[src/rtl/cg_iteration_sequencer.sv]
// Conjugate-gradient iteration sequencer: orders RR0, AP, ALPHA, XR, RR, CHECK, BETA, P.
// Latency: a stage starts 1 cycle after the previous op_done; CHECK is 1 cycle; done 1 cycle after the decision.
// Backpressure: beat_rd is issued only while beat_rdy=1; abort stops all strobes on the next cycle.
module cg_iteration_sequencer #(
  parameter int W      = 32,
  parameter int LANES  = 8,
  parameter int ITER_W = 16,
  parameter int LEN_W  = 32
) (
  input  logic              clk,
  input  logic              reset,
  input  logic              go,
  input  logic              abort,
  input  logic [LEN_W-1:0]  total,
  input  logic [W-1:0]      tolerance,
  input  logic [ITER_W-1:0] max_iter,
  output logic              op_start,
  output logic [2:0]        op_sel,
  input  logic              op_done,
  input  logic [W-1:0]      op_result,
  output logic              beat_rd,
  output logic [LEN_W-1:0]  beat_idx,
  input  logic              beat_rdy,
  output logic [W-1:0]      rs_old,
  output logic [W-1:0]      rs_new,
  output logic [ITER_W-1:0] iter,
  output logic              busy,
  output logic              done,
  output logic [1:0]        status
);

  typedef enum logic [3:0] {
    S_IDLE, S_RR0, S_AP, S_ALPHA, S_XR, S_RR, S_CHECK, S_BETA, S_P, S_ZLEN, S_DONE
  } state_t;

  localparam logic [LEN_W-1:0] LANES_L = LEN_W'(LANES);

  state_t              state_q, state_d;
  logic                first_q, first_d;     // first cycle of a stage: op_start
  logic [LEN_W-1:0]    issued_q, issued_d;   // beats issued in the current stage
  logic [LEN_W-1:0]    nb_q, nb_d;           // beats per vector
  logic [W-2:0]        tol_q, tol_d;         // magnitude bits only; sign is ignored
  logic [ITER_W-1:0]   max_q, max_d;
  logic [ITER_W-1:0]   iter_q, iter_d;
  logic [W-1:0]        rs_old_q, rs_old_d;
  logic [W-1:0]        rs_new_q, rs_new_d;
  logic [1:0]          status_q, status_d;
  logic                limit_q, limit_d;     // limit reached: finish this iteration, then stop

  logic                streaming, stage_act;
  logic [LEN_W-1:0]    nb_go;
  logic [ITER_W:0]     iter_plus;
  logic                limit_hit;
  logic                unused_tol_sign;

  assign nb_go           = total / LANES_L + {{(LEN_W-1){1'b0}}, ((total % LANES_L) != '0)};
  assign iter_plus       = {1'b0, iter_q} + (ITER_W+1)'(1);
  assign limit_hit       = (max_q != '0) && (iter_plus == {1'b0, max_q});
  assign unused_tol_sign = tolerance[W-1];

  assign rs_old = rs_old_q;
  assign rs_new = rs_new_q;
  assign iter   = iter_q;
  assign status = status_q;

  // Next-state, per-stage strobes and scalar latching.
  always_comb begin
    state_d  = state_q;
    first_d  = 1'b0;
    issued_d = issued_q;
    nb_d     = nb_q;
    tol_d    = tol_q;
    max_d    = max_q;
    iter_d   = iter_q;
    rs_old_d = rs_old_q;
    rs_new_d = rs_new_q;
    status_d = status_q;
    limit_d  = limit_q;
    op_sel   = 3'd0;

    streaming = (state_q == S_RR0) || (state_q == S_AP) || (state_q == S_XR) ||
                (state_q == S_RR)  || (state_q == S_P);
    stage_act = streaming || (state_q == S_ALPHA) || (state_q == S_BETA);
    op_start  = stage_act && first_q;
    beat_rd   = streaming && !first_q && beat_rdy && (issued_q < nb_q);
    beat_idx  = streaming ? issued_q : '0;
    busy      = (state_q != S_IDLE) && (state_q != S_DONE);
    done      = (state_q == S_DONE);

    case (state_q)
      S_RR0:   op_sel = 3'd0;
      S_AP:    op_sel = 3'd1;
      S_ALPHA: op_sel = 3'd2;
      S_XR:    op_sel = 3'd3;
      S_RR:    op_sel = 3'd4;
      S_CHECK: op_sel = 3'd4;
      S_BETA:  op_sel = 3'd5;
      S_P:     op_sel = 3'd6;
      default: op_sel = 3'd0;
    endcase

    if (beat_rd) issued_d = issued_q + LEN_W'(1);

    if (busy && abort) begin
      // abort outranks any op_done arriving in the same cycle
      state_d  = S_DONE;
      status_d = 2'd2;
    end else begin
      case (state_q)
        S_IDLE: if (go) begin
          tol_d    = tolerance[W-2:0];
          max_d    = max_iter;
          nb_d     = nb_go;
          rs_old_d = '0;
          rs_new_d = '0;
          iter_d   = '0;
          limit_d  = 1'b0;
          status_d = 2'd0;
          state_d  = (total == '0) ? S_ZLEN : S_RR0;
        end
        S_ZLEN: begin
          state_d  = S_DONE;
          status_d = 2'd3;
        end
        S_RR0: if (op_done) begin
          rs_old_d = op_result;
          if (op_result[W-2:0] <= tol_q) begin
            state_d  = S_DONE;
            status_d = 2'd0;
          end else begin
            state_d = S_AP;
          end
        end
        S_AP:    if (op_done) state_d = S_ALPHA;
        S_ALPHA: if (op_done) state_d = S_XR;
        S_XR:    if (op_done) state_d = S_RR;
        S_RR: if (op_done) begin
          rs_new_d = op_result;
          state_d  = S_CHECK;
        end
        S_CHECK: begin
          if (rs_new_q[W-2:0] <= tol_q) begin
            state_d  = S_DONE;
            status_d = 2'd0;
          end else begin
            // the last allowed iteration still runs BETA/P so iter counts it as completed
            if (limit_hit) limit_d = 1'b1;
            state_d = S_BETA;
          end
        end
        S_BETA: if (op_done) state_d = S_P;
        S_P: if (op_done) begin
          rs_old_d = rs_new_q;
          if (iter_q != {ITER_W{1'b1}}) iter_d = iter_q + ITER_W'(1);
          if (limit_q) begin
            state_d  = S_DONE;
            status_d = 2'd1;
          end else begin
            state_d = S_AP;
          end
        end
        S_DONE:  state_d = S_IDLE;
        default: state_d = S_IDLE;
      endcase
    end

    // any state change arms op_start and restarts the beat count for the new stage
    if (state_d != state_q) begin
      first_d  = 1'b1;
      issued_d = '0;
    end
  end

  // State and datapath registers with synchronous reset.
  always_ff @(posedge clk) begin
    if (reset) begin
      state_q  <= S_IDLE;
      first_q  <= 1'b0;
      issued_q <= '0;
      nb_q     <= '0;
      tol_q    <= '0;
      max_q    <= '0;
      iter_q   <= '0;
      rs_old_q <= '0;
      rs_new_q <= '0;
      status_q <= 2'd0;
      limit_q  <= 1'b0;
    end else begin
      state_q  <= state_d;
      first_q  <= first_d;
      issued_q <= issued_d;
      nb_q     <= nb_d;
      tol_q    <= tol_d;
      max_q    <= max_d;
      iter_q   <= iter_d;
      rs_old_q <= rs_old_d;
      rs_new_q <= rs_new_d;
      status_q <= status_d;
      limit_q  <= limit_d;
    end
  end

endmodule

[config.mk]
export PLATFORM = sky130hd
export DESIGN_NAME = cg_iteration_sequencer
export DESIGN_NICKNAME = d
export VERILOG_FILES = /design/src/rtl/cg_iteration_sequencer.sv
export SDC_FILE = /design/constraint.sdc
export NUM_CORES = 1
export LEC_CHECK = 0
export CAP_MARGIN = 20
export CORE_ASPECT_RATIO = 0.8
export CORE_UTILIZATION = 45
export CTS_CLUSTER_DIAMETER = 200
export CTS_CLUSTER_SIZE = 20
export DETAILED_ROUTE_END_ITERATION = 8
export GPL_TIMING_DRIVEN = 0
export PLACE_DENSITY = 0.72
export SLEW_MARGIN = 30
export SYNTH_ARGS = -nofsm -noshare
export SYNTH_HDL_FRONTEND = slang
export SYNTH_SLANG_ARGS = --single-unit
[constraint.sdc]
create_clock -name clk -period 3.9 [get_ports clk]
set_clock_uncertainty 0.05 [all_clocks]
set_input_delay 0.585 -clock clk [delete_from_list [all_inputs] [get_ports clk]]
set_output_delay 0.585 -clock clk [all_outputs]
set_load 0.005 [all_outputs]
# [Yosys cells after proc, flatten, opt, wreduce, memory -nomap -nowiden]
# Memory sizes are Yosys's and may differ from the RTL's. A register that Yosys moved wholly into a read port is not among the register bits.
# Index checks and enable logic that the tools add are counted.
# Widths: inputs -> output; s select.
[totals] regBits=199 latchBits=0 mem_bits_rw=0 rom_bits=48 n_memories=1
[mem_list] name="(name not given)" depth=16 word_bits=3 rd=1 rd_ports_with_merged_regs=1 write_ports=0 line_no="90" text="case (state_q)"
[classes] addsub=4 mul=0 div=0 magnitude_cmp=3 eq_ne=30 shifts=0 muxes=38 bitwise=1 reduce_logical=34
[op_table] cell="$mux 32" count=4
[op_table] cell="$pmux 32 s3" count=1
[op_table] cell="$pmux 32 s2" count=1
[op_table] cell="$le 31x31->1" count=2
[op_table] cell="$mux 4" count=14
[op_table] cell="$mux 16" count=3
[op_table] cell="$pmux 4 s10" count=1
[op_table] cell="$add 32x1->32 const B" count=1
[op_table] cell="$logic_not 32->1" count=1
[op_table] cell="$lt 32x32->1" count=1
[op_table] cell="$pmux 16 s2" count=1
[op_table] cell="$reduce_bool 32->1" count=1
[op_table] cell="$add 29x1->30" count=1
[op_table] cell="$add 16x1->17 const B" count=1
[op_table] cell="$eq 17x16->1" count=1
[op_table] cell="$add 16x1->16 const B" count=1
[op_table] cell="$eq 4x3->1 const B" count=4
[op_table] cell="$ne 16x16->1 const B" count=1
[op_table] cell="$ne 2x2->1 const B" count=8
[op_table] cell="$reduce_bool 16->1" count=1
[op_table] cell="$reduce_and 5->1" count=3
[op_table] cell="$mux 2" count=7
[op_table] cell="$reduce_and 7->1" count=2
[op_table] cell="$eq 4x4->1 const B" count=3
[op_table] cell="other kinds (24)" count=46

# [Depth between registers and ports, before layout]
[logic_depth] word_depth=8 mapped_depth=13

# [Worst setup path before layout]
# No wires, ideal clock.
[synth_timing] path_type="input to register" startpoint="input port op_result[13]" endpoint="register, netlist name op_sel[1]" setup_time_ns=0.121 arrival_ns=2.806 slack_ns=0.924 stages=9 n_path_buf=0 path_cell_list="ha_1 nand3_1 or3_1 or4b_4 and2_4 a22oi_2 a211oi_2 a21oi_1 mux2_2"
[synth_via] elab_chain_cells=6
[synth_lines] element="start: declaration" line_no="20" text="input logic [W-1:0] op_result,"
[synth_lines] element="$le 31x31->1" line_no="127" text="if (op_result[W-2:0] <= tol_q) begin"
[synth_lines] element="$mux 4" line_no="127"
[synth_lines] element="$mux 4" line_no="125" text="S_RR0: if (op_done) begin"
[synth_lines] element="$pmux 4 s10" line_no="109" text="case (state_q)"
[synth_lines] element="$mux 4" line_no="104" text="if (busy && abort) begin"
[synth_lines] element="$mux 4 (no source line)"
# No other way between the ends.
# A chain may end at the register's enable or synchronous reset.

# [Worst setup path after layout]
[layout_timing] startpoint="register nb_q[14]" endpoint="output port beat_rd"
[layout_via] elab_chain_cells=2
[layout_lines] element="start: declaration" line_no="41" text="logic [LEN_W-1:0] nb_q, nb_d;"
[layout_lines] element="start signal: assignment" line_no="192" text="nb_q <= nb_d;"
[layout_lines] element="$lt 32x32->1" line_no="85" text="beat_rd = streaming && !first_q && beat_rdy && (issued_q < nb_q);"
[layout_lines] element="$logic_and 1x1->1" line_no="85"
[layout_lines] element="end: declaration" line_no="21" text="output logic beat_rd,"
# No other way between the ends.

==> results_dict.tcl <==
set metrics [dict create \
    setup_viol 0 \
    fin_crit_sh_pct 95.9 \
    power_density_mw_per_mm2 558 \
    dieHeight_um 146 \
    firstDrtPassIters 6 \
    dieArea_mm2 0.0264 \
    relSlewSlack_pct 34.5 \
    antenna_left 0 \
    met3_length_mm 2.87 \
    grt.overflow.total 0 \
    cpMaxStageDelayCell "or4_4" \
    cts_tree "built" \
    drive_gt1_share_pct 4.16 \
    maxUsedRoutingLayer "met4" \
    fmax_mhz 267 \
    post-route-drc-count 0 \
    root_buffer "clkbuf_16" \
    die_x_um 182 \
    synth_warnings 0 \
    critPathRequiredTime_ps 3260 \
    ioPinCount 239 \
    dpl.hpwl_mm 28.9 \
    grt_pass1_wl_mm 57.5 \
    hold_buffers 0 \
    row_count 52 \
    wire_per_inst_um 17.8 \
    h-tree-depth 4 \
    cpPeakStageDelay_ps 490 \
    path_buf_inv 4 \
    synth_ff_type "dfxtp_1" \
    tns_ps 0 \
    grtUsageTotal_pct 27.6 \
    hp-class "register to register" \
    met2_length_mm 16.3 \
    slew_viol_final 0 \
    yosysSeqAreaShare_pct 34.5 \
    synth_edf_count 0 \
    nets 1956 \
    synthArstFlopShare_pct 0 \
    vias_per_cell 5.60 \
    path_cells "inv_1, ha_1, a21oi_1, nand2_1, a221o_1, or4_4, o21ai_2, buf_6, nand2_2, inv_1, clkdlybuf4s50_1" \
    ys_types 66 \
    crit_fanout 5 \
    synth.net_count 1697 \
    avgSynthCellArea_um2 7.83 \
    fillers 2313 \
    period_minus_slack_ps 3740 \
    drv_cap 0 \
    worst_pin_slew_ps 977 \
    start_kind "register" \
    num_vias 11631 \
    path_delay_family "buffers and inverters" \
    port_buffers 236 \
    areaGrowthSynthToFinish_pct 29.3 \
    place_area_mm2 0.0144 \
    netlist_area_mm2 0.0116 \
    antenna_found_initial 0 \
    cts_max_path_buffers 2 \
    drt-total-wl_mm 37.0 \
    clk_latency_ps 460 \
    path_clk_slew_ps 80 \
    met1_length_mm 17.3 \
    path_class "register to primary output" \
    coreArea_mm2 0.0253 \
    initial_core_util_pct 45.8 \
    drt_iter0_drc 1011 \
    grt_max_degree 21 \
    cts_buffers 17 \
    final-hold-violation-count 0 \
    diodes 0 \
    ys_ff_latch 200 \
    rsz0062_at_grt "no" \
    grt_pass1_vias 10544 \
    worstPathArrival_ps 3110 \
    irDropWorstVdd_mv 0.420 \
    worst_path_most_repeated_cell "inv_1" \
    leakage_nw 5.47 \
    cts_sinks 200 \
    synthCells 1481 \
    status "finished, final reports clean" \
    fin_area_mm2 0.0150 \
    endpoint_kind "primary output" \
    place.gp.congestion 0.964 \
]
[through the flow]
stage	instances	hold slack, ps	utilization, %	worst slack (ps)	power [mW]
floorplan	1481	382	-	924	5.12
global placement	2041	394	56.8	4.78	6.50
detailed placement	2041	398	56.8	-59.4	6.57
CTS	2074	408	59.2	8.68	8.35
global route	2077	427	59.3	10.1	8.91
finish	2077	405	59.3	158	8.38
[worst register-to-register path, cell delays in order (launching register included)]
cell and delay, ps:
dfxtp_1 310, buf_2 170, nor4_1 800, and2_1 220
clkbuf_1 480, clkbuf_1 470, buf_1 500, a211oi_1 150
[report_power, final]
part           internal, mW  switching, mW  leakage (nW)
Combinational          1.43           2.57          3.56
Clock                 0.857          0.913         0.287
Sequential             2.40          0.204          1.63
[per-layer routing]
layer / vias to the layer above / global-route usage [%]
met1: 5428 / 39.1
met2: 412 / 42.6
li1: 5753 / -
met5: - / 0
met3: 38 / 6.28
met4: 0 / 5.76
[layout by cell type (no fill, tap or decap), types with 6 or more instances in the layout]
| cell | n |
|---|---|
| clkdlybuf4s50_1 | 236 |
| a21oi_1 | 154 |
| xor2_1 | 51 |
| clkbuf_1 | 67 |
| nand4_1 | 42 |
| nor2b_1 | 36 |
| and4_1 | 7 |
| nand3b_1 | 10 |
| nand2_1 | 183 |
| o21ai_0 | 42 |
| and2_1 | 6 |
| clkbuf_16 | 17 |
| and3_1 | 27 |
| inv_1 | 75 |
| buf_2 | 11 |
| a211oi_1 | 61 |
| nor2_1 | 134 |
| nor3_1 | 20 |
| a22oi_1 | 35 |
| a21o_1 | 8 |
| nand3_1 | 76 |
| xnor2_1 | 28 |
| dfxtp_1 | 199 |
| or3_1 | 10 |
| ha_1 | 98 |
| nor4_1 | 20 |
[state kept, by name, indices dropped and copies added (netlist names)]
| register | count |
|---|---|
| max_q | 16 |
| first_q | 1 |
| rs_new | 32 |
| iter | 16 |
| status | 2 |
| limit_q | 1 |
| issued_q | 32 |
| op_sel | 3 |
| rs_old | 32 |
| nb_q | 30 |
| tol_q | 31 |
| state_q | 4 |
[final timing paths]
path	depth (start not counted)	start	end	slack [ps]
max	11	nb_q[14]	beat_rd	160
max reg2reg	7	state_q[1]	nb_q[28]	620
min	2	tol_q[21]	tol_q[21]	410
min reg2reg	2	tol_q[21]	tol_q[21]	410
[area by class of cell]
cell class              count  area, um2  share of cell area, %
flip-flops and latches    200       4010                   26.7
plain buffers              89        383                   2.55
clock inverters            15        151                   1.01
well taps                 324        405                   2.70
inverters                  75        282                   1.88
repair buffers            241       2400                   16.0
clock buffers              17        425                   2.84
multi-input cells        1116       6950                   46.3
[cells in the mapped netlist (all sizes together), types with 2 or more instances]
| cell type | n | area, um2 |
|---|---|---|
| dfxtp | 200 | 4000 |
| nand2 | 184 | 691 |
| a21oi | 155 | 776 |
| nor2 | 134 | 503 |
| ha | 98 | 1230 |
| nand3 | 76 | 380 |
| inv | 75 | 282 |
| clkbuf | 69 | 264 |
| a211oi | 62 | 470 |
| xor2 | 51 | 447 |
| o21ai | 43 | 215 |
| nand4 | 42 | 263 |
| a22oi | 36 | 275 |
| nor2b | 36 | 225 |
| xnor2 | 28 | 245 |
| and3 | 27 | 169 |
| buf | 21 | 118 |
| nor3 | 21 | 110 |
| nor4 | 20 | 125 |
| or3 | 11 | 73.8 |
| nand3b | 10 | 75.1 |
| a21o | 9 | 68.8 |
| and2 | 7 | 46.3 |
| and4 | 7 | 61.3 |
| a31oi | 5 | 31.3 |
| o21a | 5 | 37.5 |
| or2 | 5 | 31.3 |
| o211ai | 4 | 35.0 |
| o21bai | 4 | 30.0 |
| o31ai | 4 | 30.0 |
| nor3b | 3 | 22.5 |
| a221oi | 2 | 17.5 |
| a311oi | 2 | 17.5 |
| a32oi | 2 | 17.5 |
| a41oi | 2 | 17.5 |
| mux2i | 2 | 20.0 |
| o2111ai | 2 | 17.5 |
| or4 | 2 | 15.0 |
[kinds of logic (layout without fill, tap and decap cells)]
| group | count (synthesis) | in the layout | share of synthesized area [%] |
|---|---|---|---|
| AOI/OAI and AO/OA | 345 | 345 | 18.4 |
| xor gates and xnor gates | 79 | 79 | 5.96 |
| adders and majority gates | 99 | 99 | 10.7 |
| buffers and inverters | 165 | 437 | 5.72 |
| DFF | 200 | 200 | 34.5 |
| muxes | 3 | 3 | 0.270 |
| and+or+nand+nor | 590 | 590 | 24.5 |
[what timing repair did]
item / CTS / global route
endpoints found under the setup margin: 11 / 1
pin swaps: 1 / 0
gates resized for setup: 8 / 1
hold endpoints to repair: 0 / 0
buffers inserted: 1 / 4
(Power assumes the default switching activity.)
==> patch: new RTL, config.mk and constraints unchanged <==
Set the parameter `LEN_W` to 16 (it was 32).
--- a/src/rtl/cg_iteration_sequencer.sv
+++ b/src/rtl/cg_iteration_sequencer.sv
@@ -6,5 +6,5 @@
   parameter int LANES  = 8,
   parameter int ITER_W = 16,
-  parameter int LEN_W  = 32
+  parameter int LEN_W  = 16
 ) (
   input  logic              clk,
Ports: changed (resized beat_idx and total); port bits go from 239 to 207. The function was not compared with the original's and may differ.
==> patch against the unedited design <==
Final area down 16%. Critical path type unchanged. Largest cell class unchanged. Sequential cell count decreased by 32. Hold slack hardly changed. Routed wire length decreased by 18%. Sequential share of layout area rose by 0.053 points. Combinational power shrank 7.2%. Area after synthesis is 18% lower. Worst setup slack better by 0.020 ns. Clock power grew 2%. Via count down 17%. Power decreased by 7.5%.
==> patch: results (changes against the unedited design) <==
The slowest stage of the critical path belongs to the cell sky130_fd_sc_hd__clkdlybuf4s50_1. The hold-critical path endpoint is nb_q[13]$_SDFFE_PP0P_. The aggregate routed wire length is 30500 um (-18%), and the met2 routed wirelength is 13300 um (-18%). The measured slew at the worst slew-check pin was 0.857 ns (-0.120 ns); the signal arrival time at the worst endpoint was 3.09 ns (-0.02 ns). For the number of buffers inserted to repair setup after CTS, the log shows 0 (-1). The logs give 1826 (-21%) for the count of filler cells inserted in the layout and 2190 um (-24%) for the wire length on met3. The proportion of layout cells with a drive suffix above 1 works out to 0.0508 (+0.00916). The destination of the worst register-to-register timing path was issued_q[2]$_SDFFE_PP0P_.

The peak supply drop is 369 uV (-12%). Number of placed instances with taps included: 1675 (-18%). The number of DRC violations after detailed-routing iteration 0 came out at 824 (-18%). The tools report the switching power as 3.34 mW (-9.5%). By count the netlist is led by 168 x sky130_fd_sc_hd__dfxtp_1, 167 x sky130_fd_sc_hd__nand2_1, 139 x sky130_fd_sc_hd__a21oi_1. The run gives 11900 um2 (-17%) as the standard cell area after detailed placement.

The run finished with clean final reports. The sequential element share of the synthesized area is 0.351 (+0.00634). The run gives 14400 um (-17%) as the detailed-route wire length on metal 1.

The depth of the worst register-to-register path came out at 11 (+4). The static power due to leakage came out at 4.64 nW (-15%). The overall routing resource usage came out at 0.277 (+0.00148). For the maximum number of pins on one net before global-route repair, the log shows 17 (-19%).

The reg-to-reg critical path startpoint was tol_q[8]$_SDFFE_PP0P_. The synthesized instance count was 1203 (-19%). By area the synthesized netlist is led by sky130_fd_sc_hd__dfxtp_1 35%, sky130_fd_sc_hd__ha_1 11%, sky130_fd_sc_hd__a21oi_1 7.3%, sky130_fd_sc_hd__nand2_1 6.6%, sky130_fd_sc_hd__a211oi_1 3.9%.

The run gives 1609 (-18%) as the total number of nets in the final design. Number of nets in the synthesized netlist: 1387 (-18%). The clock latency on the worst-skew pair was 0.43 ns (-0.03 ns); the detail-routed via count per cell was 5.68 (+1.4%). The setup slack of the worst register-to-register path came out at 0.51 ns (-0.11 ns).

The startpoint identified for the worst hold timing path is nb_q[13]$_SDFFE_PP0P_. The per-cell routed wire length came out at 17.9 um (+0.23%). The run gives 47700 um (-17%) as the wire length of the first global-routing pass.
==> patch: logic make-up (layout without fill, tap and decap cells) <==
family | Yosys count | count (layout) | synth area share
compound gates | 307 | 307 | 0.202
flops | 168 | 168 | 0.351
xor+xnor | 50 | 50 | 0.0458
fa+ha+maj | 83 | 83 | 0.108
mux | 5 | 5 | 0.00549
simple gates | 455 | 455 | 0.232
buf+inv | 135 | 369 | 0.0554
==> patch: timing repair <==
item | 4_1_cts | 5_1_grt
setup endpoints to repair | 0 | 1
endpoints found under the hold margin | 0 | 0
gates resized for setup | 0 | 1
==> patch: worst max-delay path: cells and delay by family, from the launching register on <==
family                 cells  cell delay, ns
buffers and inverters      5            1.52
AOI/OAI and AO/OA          2            0.50
and+or+nand+nor            2            0.33
DFF                        1            0.30
==> patch: metrics by stage <==
step                setup slack [ns]  hold slack, ns   util
finish                         0.178           0.405  0.606
global route                  0.0230           0.422  0.606
CTS                           0.0543           0.407  0.605
detailed placement            0.0743           0.398  0.575
global placement              0.0617           0.393  0.575
floorplan                       1.00           0.382      -
==> patch: how the worst max path moves through the flow <==
| stage | endpoint | cells past startpoint |
|---|---|---|
| global route | beat_rd | 9 |
| detailed placement | issued_q[0]$_SDFFE_PP0P_ | 11 |
| global placement | issued_q[0]$_SDFFE_PP0P_ | 11 |
| floorplan | status[0]$_SDFFE_PP0P_ | 9 |
| finish | beat_rd | 9 |
| CTS | beat_rd | 9 |
==> patch: cell type report <==
cell class	instances	area, um2	area share
multi-input cells	900	5690	0.453
flip-flops and latches	168	3360	0.268
repair buffers	203	2030	0.162
clock buffers	19	453	0.0360
well taps	269	337	0.0268
plain buffers	79	320	0.0255
inverters	56	210	0.0167
clock inverters	12	164	0.0130
==> patch: power by group through the flow <==
stage                     clock network, mW  logic (mW)  registers (mW)
after CTS                              1.83        3.66            2.22
final                                  1.81        3.71            2.22
after global routing                   1.89        4.07            2.25
after floorplan                           0        2.36            2.21
after detailed placement                  0        3.63            2.25
after global placement                    0        3.57            2.25
==> patch: layer usage <==
| metal | track usage | vias up |
|---|---|---|
| met3 | 0.0530 | 46 |
| met4 | 0.0821 | 0 |
| li1 | - | 4705 |
| met1 | 0.400 | 4539 |
| met5 | 0 | - |
| met2 | 0.416 | 400 |
